--- src/rtl/axi_lite_buffered_slave.sv ---
// axi_lite_buffered_slave
//   AXI4-Lite slave endpoint between the interconnect router and a peripheral's
//   native request/done interface. AW and W are captured in independent
//   one-entry slots, so either may arrive first. Up to DEPTH transactions per
//   direction may be outstanding. Responses return through in-order FIFOs.
//   Addresses outside [LOW_SLAVE_ADDRESS, HIGH_SLAVE_ADDRESS] complete locally
//   with DECERR and never reach the device.
//
// Ports
//   axi_ACLK, axi_ARESETN        clock, asynchronous active-low reset
//   AW*/W*/B*/AR*/R*             AXI4-Lite slave channels
//   write_match_o/read_match_o   address decode hit for the router (combinational)
//   write_busy_o/read_busy_o     direction holds a captured or outstanding transaction
//   write_request_o ...          device write request/payload, write_ready_i accepts
//   write_done_i/write_error_i   device write completion (error -> SLVERR)
//   read_request_o ...           device read request/address, read_ready_i accepts
//   read_done_i/read_error_i     device read completion, read_data_i valid with done
module axi_lite_buffered_slave #(
  parameter int                    DATA_WIDTH         = 32,
  parameter int                    ADDR_WIDTH         = 32,
  parameter logic [ADDR_WIDTH-1:0] LOW_SLAVE_ADDRESS  = '0,
  parameter logic [ADDR_WIDTH-1:0] HIGH_SLAVE_ADDRESS = '1,
  parameter int                    DEPTH              = 4
) (
  input  logic                      axi_ACLK,
  input  logic                      axi_ARESETN,
  input  logic [ADDR_WIDTH-1:0]     AWADDR,
  input  logic                      AWVALID,
  output logic                      AWREADY,
  input  logic [DATA_WIDTH-1:0]     WDATA,
  input  logic [DATA_WIDTH/8-1:0]   WSTRB,
  input  logic                      WVALID,
  output logic                      WREADY,
  output logic [1:0]                BRESP,
  output logic                      BVALID,
  input  logic                      BREADY,
  input  logic [ADDR_WIDTH-1:0]     ARADDR,
  input  logic                      ARVALID,
  output logic                      ARREADY,
  output logic [DATA_WIDTH-1:0]     RDATA,
  output logic [1:0]                RRESP,
  output logic                      RVALID,
  input  logic                      RREADY,
  output logic                      write_match_o,
  output logic                      read_match_o,
  output logic                      write_busy_o,
  output logic                      read_busy_o,
  output logic                      write_request_o,
  output logic [ADDR_WIDTH-1:0]     write_address_o,
  output logic [DATA_WIDTH-1:0]     write_data_o,
  output logic [DATA_WIDTH/8-1:0]   write_strobe_o,
  input  logic                      write_ready_i,
  input  logic                      write_done_i,
  input  logic                      write_error_i,
  output logic                      read_request_o,
  output logic [ADDR_WIDTH-1:0]     read_address_o,
  input  logic                      read_ready_i,
  input  logic                      read_done_i,
  input  logic                      read_error_i,
  input  logic [DATA_WIDTH-1:0]     read_data_i
);

  localparam int                   CNT_WIDTH   = $clog2(DEPTH + 1);
  localparam int                   PTR_WIDTH   = $clog2(DEPTH);
  localparam logic [CNT_WIDTH-1:0] DEPTH_CNT   = CNT_WIDTH'(DEPTH);
  localparam logic [1:0]           RESP_OKAY   = 2'b00;
  localparam logic [1:0]           RESP_SLVERR = 2'b10;
  localparam logic [1:0]           RESP_DECERR = 2'b11;

  function automatic logic in_range(input logic [ADDR_WIDTH-1:0] addr);
    return (addr >= LOW_SLAVE_ADDRESS) && (addr <= HIGH_SLAVE_ADDRESS);
  endfunction

  function automatic logic [CNT_WIDTH-1:0] step(input logic [CNT_WIDTH-1:0] cnt,
                                                input logic inc, input logic dec);
    case ({inc, dec})
      2'b10:   return cnt + CNT_WIDTH'(1);
      2'b01:   return cnt - CNT_WIDTH'(1);
      default: return cnt;
    endcase
  endfunction

  // Holds all READYs low for the first cycle after reset release.
  logic live;

  logic                    aw_full, w_full, ar_full;
  logic [ADDR_WIDTH-1:0]   aw_addr, ar_addr;
  logic [DATA_WIDTH-1:0]   w_data;
  logic [DATA_WIDTH/8-1:0] w_strb;
  logic [CNT_WIDTH-1:0]    wr_credit, rd_credit, wr_pending, rd_pending;

  logic aw_hs, w_hs, ar_hs, b_pop, r_pop;
  logic wr_accept, wr_decerr, wr_done_ok;
  logic rd_accept, rd_decerr, rd_done_ok;

  // Credits cover the whole life of a transaction (address handshake to
  // response handshake), so a response FIFO can never be pushed while full.
  assign AWREADY = live & ~aw_full & (wr_credit < DEPTH_CNT);
  assign WREADY  = live & ~w_full;
  assign ARREADY = live & ~ar_full & (rd_credit < DEPTH_CNT);

  assign aw_hs = AWVALID & AWREADY;
  assign w_hs  = WVALID & WREADY;
  assign ar_hs = ARVALID & ARREADY;

  assign write_match_o = AWVALID & in_range(AWADDR);
  assign read_match_o  = ARVALID & in_range(ARADDR);

  assign write_request_o = aw_full & w_full & in_range(aw_addr);
  assign write_address_o = aw_addr;
  assign write_data_o    = w_data;
  assign write_strobe_o  = w_strb;
  assign wr_accept       = write_request_o & write_ready_i;
  // A DECERR waits until the device has drained, keeping B responses in order.
  assign wr_decerr       = aw_full & w_full & ~in_range(aw_addr) & (wr_pending == '0);
  assign wr_done_ok      = write_done_i & (wr_pending != '0);

  assign read_request_o = ar_full & in_range(ar_addr);
  assign read_address_o = ar_addr;
  assign rd_accept      = read_request_o & read_ready_i;
  assign rd_decerr      = ar_full & ~in_range(ar_addr) & (rd_pending == '0);
  assign rd_done_ok     = read_done_i & (rd_pending != '0);

  assign write_busy_o = aw_full | w_full | (wr_credit != '0);
  assign read_busy_o  = ar_full | (rd_credit != '0);

  // Response FIFOs: pointers carry an extra wrap bit for full/empty.
  logic [1:0]            b_mem [DEPTH];
  logic [PTR_WIDTH:0]    b_wptr, b_rptr;
  logic                  b_push;
  logic [1:0]            b_push_resp;
  logic [DATA_WIDTH+1:0] r_mem [DEPTH];
  logic [PTR_WIDTH:0]    r_wptr, r_rptr;
  logic                  r_push;
  logic [DATA_WIDTH+1:0] r_push_entry, r_head;

  assign b_push      = wr_done_ok | wr_decerr;
  assign b_push_resp = wr_decerr ? RESP_DECERR : (write_error_i ? RESP_SLVERR : RESP_OKAY);
  assign BVALID      = b_wptr != b_rptr;
  assign BRESP       = b_mem[b_rptr[PTR_WIDTH-1:0]];
  assign b_pop       = BVALID & BREADY;

  assign r_push       = rd_done_ok | rd_decerr;
  assign r_push_entry = rd_decerr ? {{DATA_WIDTH{1'b0}}, RESP_DECERR}
                                  : {read_data_i, (read_error_i ? RESP_SLVERR : RESP_OKAY)};
  assign r_head       = r_mem[r_rptr[PTR_WIDTH-1:0]];
  assign RVALID       = r_wptr != r_rptr;
  assign RDATA        = r_head[DATA_WIDTH+1:2];
  assign RRESP        = r_head[1:0];
  assign r_pop        = RVALID & RREADY;

  always_ff @(posedge axi_ACLK or negedge axi_ARESETN) begin
    if (!axi_ARESETN) begin
      live       <= 1'b0;
      aw_full    <= 1'b0;
      w_full     <= 1'b0;
      ar_full    <= 1'b0;
      aw_addr    <= '0;
      ar_addr    <= '0;
      w_data     <= '0;
      w_strb     <= '0;
      wr_credit  <= '0;
      rd_credit  <= '0;
      wr_pending <= '0;
      rd_pending <= '0;
    end else begin
      live <= 1'b1;
      // Handshake and issue are exclusive per slot (READY needs the slot empty).
      if (aw_hs) begin
        aw_full <= 1'b1;
        aw_addr <= AWADDR;
      end else if (wr_accept | wr_decerr) begin
        aw_full <= 1'b0;
      end
      if (w_hs) begin
        w_full <= 1'b1;
        w_data <= WDATA;
        w_strb <= WSTRB;
      end else if (wr_accept | wr_decerr) begin
        w_full <= 1'b0;
      end
      if (ar_hs) begin
        ar_full <= 1'b1;
        ar_addr <= ARADDR;
      end else if (rd_accept | rd_decerr) begin
        ar_full <= 1'b0;
      end
      wr_credit  <= step(wr_credit, aw_hs, b_pop);
      rd_credit  <= step(rd_credit, ar_hs, r_pop);
      wr_pending <= step(wr_pending, wr_accept, wr_done_ok);
      rd_pending <= step(rd_pending, rd_accept, rd_done_ok);
    end
  end

  always_ff @(posedge axi_ACLK or negedge axi_ARESETN) begin
    if (!axi_ARESETN) begin
      for (int i = 0; i < DEPTH; i++) begin
        b_mem[i] <= '0;
        r_mem[i] <= '0;
      end
      b_wptr <= '0;
      b_rptr <= '0;
      r_wptr <= '0;
      r_rptr <= '0;
    end else begin
      if (b_push) begin
        b_mem[b_wptr[PTR_WIDTH-1:0]] <= b_push_resp;
        b_wptr <= b_wptr + 1'b1;
      end
      if (b_pop) b_rptr <= b_rptr + 1'b1;
      if (r_push) begin
        r_mem[r_wptr[PTR_WIDTH-1:0]] <= r_push_entry;
        r_wptr <= r_wptr + 1'b1;
      end
      if (r_pop) r_rptr <= r_rptr + 1'b1;
    end
  end

endmodule

--- config.mk ---
export PLATFORM = sky130hd
export DESIGN_NAME = axi_lite_buffered_slave
export DESIGN_NICKNAME = d
export VERILOG_FILES = /design/src/rtl/axi_lite_buffered_slave.sv
export SDC_FILE = /design/constraint.sdc
export NUM_CORES = 1
export LEC_CHECK = 0
export CAP_MARGIN = 20
export CORE_ASPECT_RATIO = 0.8
export CORE_UTILIZATION = 35
export DETAILED_ROUTE_END_ITERATION = 6
export SYNTH_ARGS = -nofsm -noshare
export SYNTH_HDL_FRONTEND = slang
export SYNTH_SLANG_ARGS = --single-unit
export TNS_END_PERCENT = 5
--- constraint.sdc ---
create_clock -name axi_ACLK -period 2.6 [get_ports axi_ACLK]
set_input_delay 0.52 -clock axi_ACLK [delete_from_list [all_inputs] [get_ports axi_ACLK]]
set_output_delay 0.52 -clock axi_ACLK [all_outputs]
set_load 0.02 [all_outputs]
==> results of run 1 <==
layer usage:
metal / part of all wire / vias to the layer above
met1: 0.45 / 3508
li1: - / 3122
met5: 0 / -
met2: 0.48 / 160
met4: 0.021 / 0
met3: 0.055 / 39
power groups by stage:
stage                     registers [mW]  logic, mW  clock network, mW
after global placement              7.45       10.8                  0
final                               7.46       10.5               4.02
after global routing                7.74       11.2               4.37
after CTS                           7.46       10.8               4.21
after floorplan                     8.17       6.16                  0
after detailed placement            7.49       11.0                  0
final timing paths:
path,from,end,slack (ns),cells after the start
min in group asynchronous,axi_ARESETN,read_address_o[24],0.53,2
setup reg to reg,r_rptr[0],rd_credit[2],0.42,9
max in group asynchronous,axi_ARESETN,write_address_o[10],1.32,3
hold reg to reg,rd_pending[2],rd_pending[2],0.48,1
setup / recovery,r_rptr[0],RDATA[23],0.08,3
hold / removal,rd_pending[2],rd_pending[2],0.48,1
through the flow:
stage | cells | area [um^2] | hold WS, ns | util | setup TNS [ns]
6_report | 1464 | 16000 | 0.476 | 0.478 | 0
5_1_grt | 1464 | 16000 | 0.483 | 0.478 | -0.0529
4_1_cts | 1464 | 16100 | 0.477 | 0.481 | -0.0705
3_5_place_dp | 1409 | 15200 | 0.462 | 0.452 | 0
3_3_place_gp | 1409 | 15200 | 0.460 | 0.452 | 0
2_1_floorplan | 707 | 11900 | 0.224 | - | 0
cells in the final DEF, fill, tap and decap left out, drive strengths merged, types with 7 or more instances in the layout:
cell,synthesis,routed
dfrtp,264,264
clkdlybuf4s50,0,251
xnor2,14,14
ha,14,14
clkbuf,2,46
buf,35,45
xor2,10,10
inv,21,22
nand2,20,20
mux4,34,34
nor2,7,7
nand3,7,7
mux2,236,236
repair_timing:
| action | CTS | global route |
|---|---|---|
| gates resized for setup | 111 | 21 |
| buffers inserted | 2 | 0 |
| pin swaps | 0 | 0 |
| gates cloned | 0 | 0 |
| setup endpoints to repair | 37 | 21 |
| hold buffers | 1 | 0 |
| hold endpoints to repair | 61 | 0 |
state kept, by name (all words and copies together) (netlist names):
| register | flops |
|---|---|
| r_mem | 132 |
| read_address_o | 32 |
| write_address_o | 32 |
| write_data_o | 32 |
| b_mem | 4 |
| write_strobe_o | 4 |
| b_rptr | 3 |
| b_wptr | 3 |
| r_rptr | 3 |
| r_wptr | 3 |
| rd_credit | 3 |
| rd_pending | 3 |
| wr_credit | 3 |
| wr_pending | 3 |
| ar_full | 1 |
| aw_full | 1 |
| live | 1 |
| w_full | 1 |
cell type report:
class,count,area share
flip-flops and latches,264,0.412
multi-input cells,385,0.301
repair buffers,308,0.189
clock buffers,46,0.0567
well taps,434,0.0338
inverters,21,0.00491
clock inverters,6,0.00242
cells by family (layout without fill, tap and decap cells):
family	Yosys count	after routing	share of synthesized area
XOR/XNOR	24	24	0.0176
adder cells (fa/ha/maj)	18	18	0.0214
flip-flops	264	264	0.554
AND/OR/NAND/NOR	50	50	0.0259
buffers and inverters	58	381	0.0445
other	2	3	0.000630
multiplexers	273	273	0.327
AO/OA/AOI/OAI	17	17	0.00923
critical path: stages, from the launching register on:
cell and delay, ns:
dfrtp_2 0.44, buf_12 0.20, mux4_2 0.52, clkdlybuf4s15_2 0.29
==> results.py, run 1 <==
metrics = {
    "status": {
        "run_status": "complete, no violations",
    },
    "yosys": {
        "synth_top_area_share": 0.554,
        "synth_area_per_cell_um2": 16.9,
        "yosys.cell_types.count": 35,
        "synth-edff-count": 0,
        "synth-seq-area-share": 0.554,
        "post_synth_most_frequent_cells": "dfrtp_1, mux2_4, mux2_2",
        "yosysMostFrequentCell": "dfrtp_1",
        "synth.ff_latch_count": 264,
        "synthesis.area_um2": 11900,
        "yosys_warnings": 0,
        "yosys-top-cells-area": "dfrtp_1, mux2_4, mux2_2",
        "syn_inst": 706,
        "synth-async-reset-ratio": 1.00,
        "synth_largest_area_cell": "dfrtp_1",
        "ys_dominant_reg_cell": "dfrtp_1",
    },
    "clocking": {
        "clk_latency_ns": 0.55,
        "htree_levels": 1,
        "clockBufferDepth": 3,
        "tritoncts": "built",
        "clkTransAtPathRegs_ns": 0.06,
        "clock_sinks": 264,
        "cts_root_buf": "clkbuf_16",
        "numCtsBuffers": 29,
    },
    "worst_hold_path": {
        "worstHoldPathType": "reg -> reg",
    },
    "sta": {
        "finalMaxSlewViolations": 0,
        "rsz0062_at_grt": "true",
        "setup_slack_ns": 0.0846,
        "setup_viol": 0,
        "fmax_mhz": 398,
        "relSlewSlack": 0.611,
        "min_period_ns": 2.52,
        "min_period_over_period": 0.967,
        "clock_skew_ns": 0.0100,
        "worst_pin_slew_ns": 0.583,
        "finalHoldViolations": 0,
    },
    "placed_design": {
        "io_buffers": 289,
        "gp_congestion": 0.719,
        "place_hpwl_mm": 18.2,
        "dp_slack_ns": 0.136,
    },
    "pwr": {
        "seqPwrFrac": 0.340,
        "irDropWorstVdd_mv": 0.633,
        "p_per_area_nw_per_um2": 1370,
        "swShare": 0.341,
        "p_sw_mw": 7.49,
        "comb_power_share": 0.477,
        "p_total_mw": 21.9,
        "clockPowerShare": 0.183,
        "p_int_mw": 14.5,
        "cellLeakagePower_nw": 7.20,
    },
    "final_layout": {
        "seq_area_um2": 6610,
        "final_nets": 1172,
        "multi_input_area_um2": 4840,
        "num_antenna_cells": 0,
        "drive_gt1_frac": 0.354,
        "nFillCells": 2939,
        "syn2layout_area_growth_pct": 34.5,
    },
    "die": {
        "rows": 60,
        "die_w_um": 208,
        "num_io_pins": 292,
        "dieArea_um2": 34800,
        "core_um2": 33600,
        "fp.dieH_um": 167,
        "start_util": 0.355,
    },
    "global_route": {
        "met3_usage": 0.0381,
        "use_met2": 0.265,
        "overflow": 0,
        "grt_busiest_layer": "met2",
        "antenna_found_initial": 0,
        "grtUsageTotal": 0.161,
        "use_met1": 0.215,
        "grt_max_degree": 67,
        "grt_pass1_vias": 7542,
        "grt_pass1_wl_mm": 44.1,
    },
    "routing": {
        "routed_wl_mm": 27.2,
        "drc": 0,
        "dr_total_vias": 6829,
        "drt_iter0_drc": 261,
        "firstDrtPassIters": 4,
        "drt-vias-per-instance": 4.66,
        "wire_per_inst_um": 18.6,
        "ant_nets": 0,
    },
    "worst_setup_path": {
        "critPathCaptureType": "output pin",
        "crit_type": "reg -> out",
        "worstPathArrival_ns": 2.00,
        "cp_max_fo": 15,
        "critPathRequiredTime_ns": 2.08,
        "startpoint_type": "flip-flop",
    },
    "job": {
        "cap_viol_max_count": 0,
    },
}
Power figures use the tool's default switching activity.
==> run 2, diff against run 1 <==
==> constraint.sdc (replaced) <==
create_clock -name axi_ACLK -period 2.3 [get_ports axi_ACLK]
set_input_delay 0.46 -clock axi_ACLK [delete_from_list [all_inputs] [get_ports axi_ACLK]]
set_output_delay 0.46 -clock axi_ACLK [all_outputs]
set_load 0.02 [all_outputs]
==> run 2 against run 1 <==
  * The run now ends with setup timing left
  * Combinational power up 21%
  * Worst setup slack worse by 0.15 ns
  * Core utilization up 0.77 points
  * Non-clock buffer count up 14
  * Critical path depth up 1
  * Routed wire length up 0.38%
  * Count of clock-buffer cells in the layout down 2
  * Largest cell class unchanged
==> results.py, run 2 (synthesized netlist as in run 1, its figures left out) <==
metrics = {
    "status": {
        "run_status": "finished, violations left",
        "violations": "setup timing",
    },
    "final_layout": {
        "fin_area_um2": 16300,
        "top_register": "r_mem",
        "syn2layout_area_growth_pct": 36.7,
        "postLayoutCoreUtil": 0.486,
        "largest_reg_flops": 132,
        "num_antenna_cells": 0,
        "final_nets": 1186,
        "final_cell_mix": "dfrtp_1, clkdlybuf4s50_1, mux2_4",
        "drive_gt1_frac": 0.367,
        "layout_commonest_cell": "dfrtp_1",
    },
    "worst_setup_path": {
        "crit_type": "reg -> out",
        "critPathCaptureType": "output pin",
        "cp_max_fo": 5,
        "crit_slowest_cell": "mux4_2",
        "startpoint_type": "flip-flop",
        "worstPathArrival_ns": 1.91,
        "critPathRequiredTime_ns": 1.84,
        "slowest_delay_ns": 0.50,
        "crit_path_cell_trace": "buf_4 > buf_16 > mux4_2 > buf_2",
    },
    "routing": {
        "met1_length_mm": 12.3,
        "drc": 0,
        "routed_wl_mm": 27.3,
        "wl_met3_mm": 1.62,
        "wl_met2_mm": 12.9,
        "wire_per_inst_um": 18.5,
        "dr_total_vias": 6847,
        "drt_iter0_drc": 221,
        "firstDrtPassIters": 4,
        "drt-vias-per-instance": 4.64,
        "ant_nets": 0,
        "dr.max_layer_used": "met4",
    },
    "clocking": {
        "htree_levels": 1,
        "clockBufferDepth": 3,
        "clk_latency_ns": 0.55,
        "clkTransAtPathRegs_ns": 0.06,
        "tritoncts": "built",
        "numCtsBuffers": 29,
        "clock_sinks": 264,
        "cts_root_buf": "clkbuf_16",
    },
    "sta": {
        "fmax_mhz": 422,
        "min_period_over_period": 1.03,
        "setup_viol": 33,
        "finalMaxSlewViolations": 0,
        "rsz0062_at_grt": "true",
        "setup_slack_ns": -0.0682,
        "min_period_ns": 2.37,
        "clock_skew_ns": 0.0199,
        "relSlewSlack": 0.664,
        "worst_pin_slew_ns": 0.504,
        "finalHoldViolations": 0,
    },
    "die": {
        "fp.dieH_um": 167,
        "core_um2": 33600,
        "rows": 60,
        "num_io_pins": 292,
        "die_w_um": 208,
        "start_util": 0.355,
        "dieArea_um2": 34800,
    },
    "job": {
        "cap_viol_max_count": 0,
    },
    "worst_hold_path": {
        "worstHoldPathType": "in -> async",
    },
    "global_route": {
        "grt_pass1_vias": 7379,
        "grt_max_degree": 63,
        "overflow": 0,
        "grtUsageTotal": 0.157,
        "antenna_found_initial": 1,
        "grt_pass1_wl_mm": 43.1,
    },
    "placed_design": {
        "dpl_cell_area_um2": 15200,
        "io_buffers": 289,
        "gp_congestion": 0.730,
        "place_hpwl_mm": 18.0,
    },
    "pwr": {
        "p_per_area_nw_per_um2": 1570,
        "irDropWorstVdd_mv": 0.609,
        "cellLeakagePower_nw": 7.33,
    },
}
run 2: cell types whose count changed in the layout (fill, tap and decap cells not counted), moves of 2 or more:
cell | previous run | this run
clkbuf_16 | 29 | 31
buf_6 | 0 | 16
buf_12 | 9 | 12
clkbuf_8 | 12 | 9
clkdlybuf4s15_2 | 6 | 1
buf_4 | 9 | 17
buf_2 | 26 | 18
clkdlybuf4s50_1 | 251 | 247
buf_16 | 0 | 2
run 2: metal layers:
layer / GRT usage / vias up
li1: - / 3136
met1: 0.206 / 3497
met2: 0.259 / 172
met5: 0 / -
met3: 0.0428 / 42
met4: 0.0345 / 0
run 2: worst max-delay path: cells and delay by family (launching register included):
| kind | cells | cell delay [ns] |
|---|---|---|
| buffers and inverters | 3 | 0.47 |
| DFF | 1 | 0.40 |
| muxes | 1 | 0.50 |
run 2: layout make-up:
class | instances | area [um^2]
Clock buffer | 44 | 872
Fill cell | 2925 | 17300
Tap cell | 434 | 543
Clock inverter | 6 | 61.3
Timing Repair Buffer | 322 | 3300
Multi-Input combinational cell | 385 | 4840
Inverter | 21 | 78.8
Sequential cell | 264 | 6610
run 2: path summary, 6_finish.rpt:
path | from | to | slack, ns | cells past startpoint
setup / recovery | r_rptr[0] | RDATA[18] | -0.07 | 4
hold / removal | axi_ARESETN | read_address_o[15] | 0.42 | 2
setup reg to reg | r_rptr[0] | rd_credit[2] | 0.16 | 10
hold reg to reg | wr_pending[2] | wr_pending[2] | 0.47 | 1
max in group asynchronous | axi_ARESETN | write_address_o[7] | 1.21 | 3
min in group axi_ACLK | wr_pending[2] | wr_pending[2] | 0.47 | 1
run 2: stage by stage:
step,hold WS [ns],std cells,TNS [ns],setup WS [ns],power [mW]
floorplan,0.164,707,0,0.0382,16.2
global route,0.430,1476,-4.20,-0.148,27.1
detailed placement,0.391,1415,-0.00374,-0.00374,21.0
CTS,0.386,1474,-3.51,-0.159,25.8
finish,0.421,1476,-1.30,-0.0682,25.6
global placement,0.394,1415,0,0.0285,20.8
run 2: what timing repair did:
action,CTS,global route
hold buffers,1,0
setup buffers,5,1
pin swaps,1,0
endpoints found under the setup margin,41,37
hold endpoints to repair,41,0
gates resized for setup,185,11
cloned,3,2
run 2: power by group:
| group | leakage, nW | internal [mW] | switching (mW) |
|---|---|---|---|
| Clock | 0.459 | 2.70 | 1.83 |
| Combinational | 3.74 | 7.21 | 5.45 |
| Sequential | 3.13 | 7.05 | 1.35 |
| Total | 7.33 | 17.0 | 8.63 |
==> run 3, diff against run 2 <==
--- a/config.mk
+++ b/config.mk
@@ -5,6 +5,7 @@
 export SDC_FILE = /design/constraint.sdc
 export NUM_CORES = 1
 export LEC_CHECK = 0
+export ABC_AREA = 1
 export CAP_MARGIN = 20
 export CORE_ASPECT_RATIO = 0.8
 export CORE_UTILIZATION = 35
==> run 3 against run 2 <==
  * Critical path depth grew 1
  * Largest cell class unchanged
  * Sequential share of layout area decreased by 0.12 points
  * Clock power grew 13%
  * Cell count grew 44%
  * Highest routed layer unchanged
  * Sequential power shrank 4.4%
  * The run still ends with setup timing left
  * Flip-flop and latch count did not move
  * Clock skew is 0.00060 ns higher
  * Count of clock-buffer cells in the layout up 7
  * Combinational power shrank 9%
  * Design area up 0.27%
==> results.py, run 3 <==
metrics = {
    "status": {
        "run_status": "finished, violations left",
        "violations": "setup timing",
    },
    "die": {
        "dieArea_um2": 34600,
        "fp.dieH_um": 167,
        "num_io_pins": 292,
        "rows": 59,
        "core_um2": 32900,
        "start_util": 0.360,
        "die_w_um": 208,
    },
    "global_route": {
        "grt_pass1_vias": 10268,
        "antenna_found_initial": 4,
        "grt_max_degree": 74,
        "overflow": 0,
        "grtUsageTotal": 0.207,
        "grt_pass1_wl_mm": 57.8,
    },
    "worst_setup_path": {
        "cpMostUsedCell": "buf_4",
        "cp_max_fo": 40,
        "crit_type": "reg -> out",
        "startpoint_type": "flip-flop",
        "critPathRequiredTime_ns": 1.84,
        "slowest_delay_ns": 0.45,
        "critPathCaptureType": "output pin",
        "crit_slowest_cell": "dfrtp_2",
        "reg2regPathDepth": 12,
        "worstPathArrival_ns": 1.85,
        "crit_path_cell_trace": "buf_12 > o21ai_0 > o22ai_1 > buf_4 > buf_4",
    },
    "final_layout": {
        "top_register": "r_mem",
        "final_nets": 1835,
        "largest_reg_flops": 132,
        "drive_gt1_frac": 0.0949,
        "layout_commonest_cell": "nand2_1",
        "syn2layout_area_growth_pct": 37.8,
        "final_cell_mix": "nand2_1, dfrtp_1, clkdlybuf4s50_1",
        "fin_area_um2": 16300,
    },
    "clocking": {
        "tritoncts": "built",
        "htree_levels": 1,
        "cts_root_buf": "clkbuf_16",
        "post_cts.repair.setup_buffers": 0,
        "clockBufferDepth": 3,
        "numCtsBuffers": 31,
        "clock_sinks": 264,
        "clkTransAtPathRegs_ns": 0.06,
        "clk_latency_ns": 0.56,
    },
    "routing": {
        "drt-vias-per-instance": 4.86,
        "dr.max_layer_used": "met4",
        "wl_met3_mm": 1.86,
        "drt_iter0_drc": 619,
        "wl_met2_mm": 16.7,
        "routed_wl_mm": 35.6,
        "wire_per_inst_um": 16.8,
        "firstDrtPassIters": 5,
        "dr_total_vias": 10347,
        "drc": 0,
        "met1_length_mm": 16.0,
        "ant_nets": 0,
    },
    "placed_design": {
        "gp_congestion": 0.782,
        "dpl_cell_area_um2": 15300,
        "place_hpwl_mm": 23.1,
        "io_buffers": 289,
    },
    "pwr": {
        "p_sw_mw": 10.1,
        "p_per_area_nw_per_um2": 1510,
        "clockPowerShare": 0.207,
        "seqPwrFrac": 0.324,
        "p_total_mw": 24.8,
        "cellLeakagePower_nw": 7.93,
        "irDropWorstVdd_mv": 0.824,
        "swShare": 0.409,
        "p_int_mw": 14.7,
        "comb_power_share": 0.468,
    },
    "yosys": {
        "synth-edff-count": 0,
        "ys_dominant_reg_cell": "dfrtp_1",
        "syn_inst": 1395,
        "synth-seq-area-share": 0.557,
        "post_synth_most_frequent_cells": "nand2_1, dfrtp_1, o21ai_0",
        "synth_top_area_share": 0.557,
        "synthesis.area_um2": 11900,
        "synth.ff_latch_count": 264,
        "yosys.cell_types.count": 28,
        "synth_area_per_cell_um2": 8.50,
        "yosys-top-cells-area": "dfrtp_1, nand2_1, o21ai_0",
        "yosysMostFrequentCell": "nand2_1",
        "synth-async-reset-ratio": 1.00,
        "yosys_warnings": 0,
        "synth_largest_area_cell": "dfrtp_1",
    },
    "sta": {
        "setup_slack_ns": -0.00577,
        "clock_skew_ns": 0.0205,
        "min_period_over_period": 1.00,
        "rsz0062_at_grt": "true",
        "relSlewSlack": 0.554,
        "min_period_ns": 2.31,
        "setup_viol": 2,
        "fmax_mhz": 434,
        "finalHoldViolations": 0,
        "worst_pin_slew_ns": 0.668,
        "finalMaxSlewViolations": 0,
    },
    "worst_hold_path": {
        "worstHoldPathType": "in -> reg",
        "hold-path-cell-count": 3,
    },
    "job": {
        "cap_viol_max_count": 0,
    },
}
run 3: critical path, delay by kind of cell, from the launching register on:
family | cells | cell delay [ns]
buffers and inverters | 3 | 0.51
flip-flops | 1 | 0.45
AO/OA/AOI/OAI | 2 | 0.30
run 3: logic make-up (layout without fill, tap and decap cells):
logic type | Yosys count | in the layout | share of synthesized area
simple gates | 706 | 706 | 0.243
flops | 264 | 264 | 0.557
compound gates | 252 | 252 | 0.110
buf+inv | 137 | 437 | 0.0557
fa+ha+maj | 18 | 18 | 0.0215
xor+xnor | 16 | 16 | 0.0118
other cells | 2 | 7 | 0.000633
run 3: routing by layer:
metal	GRT usage	up-vias
li1	-	5072
met4	0.0715	0
met1	0.288	4913
met5	0	-
met3	0.0349	65
met2	0.326	297
run 3: per-stage QoR:
stage / hold WS (ns) / worst slack (ns) / util / instances / TNS, ns
4_1_cts: 0.422 / -0.150 / 0.495 / 2123 / -1.17
3_5_place_dp: 0.457 / 0.0173 / 0.465 / 2065 / 0
2_1_floorplan: 0.164 / 0.163 / - / 1396 / 0
6_report: 0.448 / -0.00577 / 0.497 / 2127 / -0.00935
5_1_grt: 0.436 / -0.100 / 0.497 / 2127 / -0.883
3_3_place_gp: 0.453 / 0.000384 / 0.465 / 2065 / 0
run 3: final timing paths:
path / from / to / slack, ns
setup / recovery: r_rptr[0] / RDATA[16] / -0.006
hold reg to reg: read_address_o[17] / read_address_o[17] / 0.47
max in group asynchronous: axi_ARESETN / r_mem[31] / 1.38
min in group asynchronous: axi_ARESETN / write_address_o[6] / 0.52
setup reg to reg: r_rptr[0] / rd_credit[2] / 0.21
hold / removal: ARADDR[21] / read_address_o[21] / 0.45
run 3: final cells by class:
cell class                      count  area (um^2)
Antenna cell                        4         10.0
Sequential cell                   264         6610
Inverter                           42          160
Timing Repair Buffer              338         3300
Tap cell                          427          534
Multi-Input combinational cell    995         4650
Clock buffer                       51         1000
Clock inverter                      6         83.8
Fill cell                        3142        16600
run 3: power by group through the flow:
stage                     Clock, mW  Combinational [mW]  Sequential [mW]
final                          5.13                11.6             8.03
after global routing           5.45                12.8             8.30
after CTS                      5.28                11.6             8.02
after detailed placement          0                11.9             8.06
after global placement            0                11.8             7.99
after floorplan                   0                5.60             8.89
run 3: repair_timing:
item | CTS | global route
gates resized for setup | 136 | 44
setup endpoints to repair | 41 | 30
pin swaps | 0 | 3
hold buffers | 1 | 0
endpoints found under the hold margin | 264 | 0
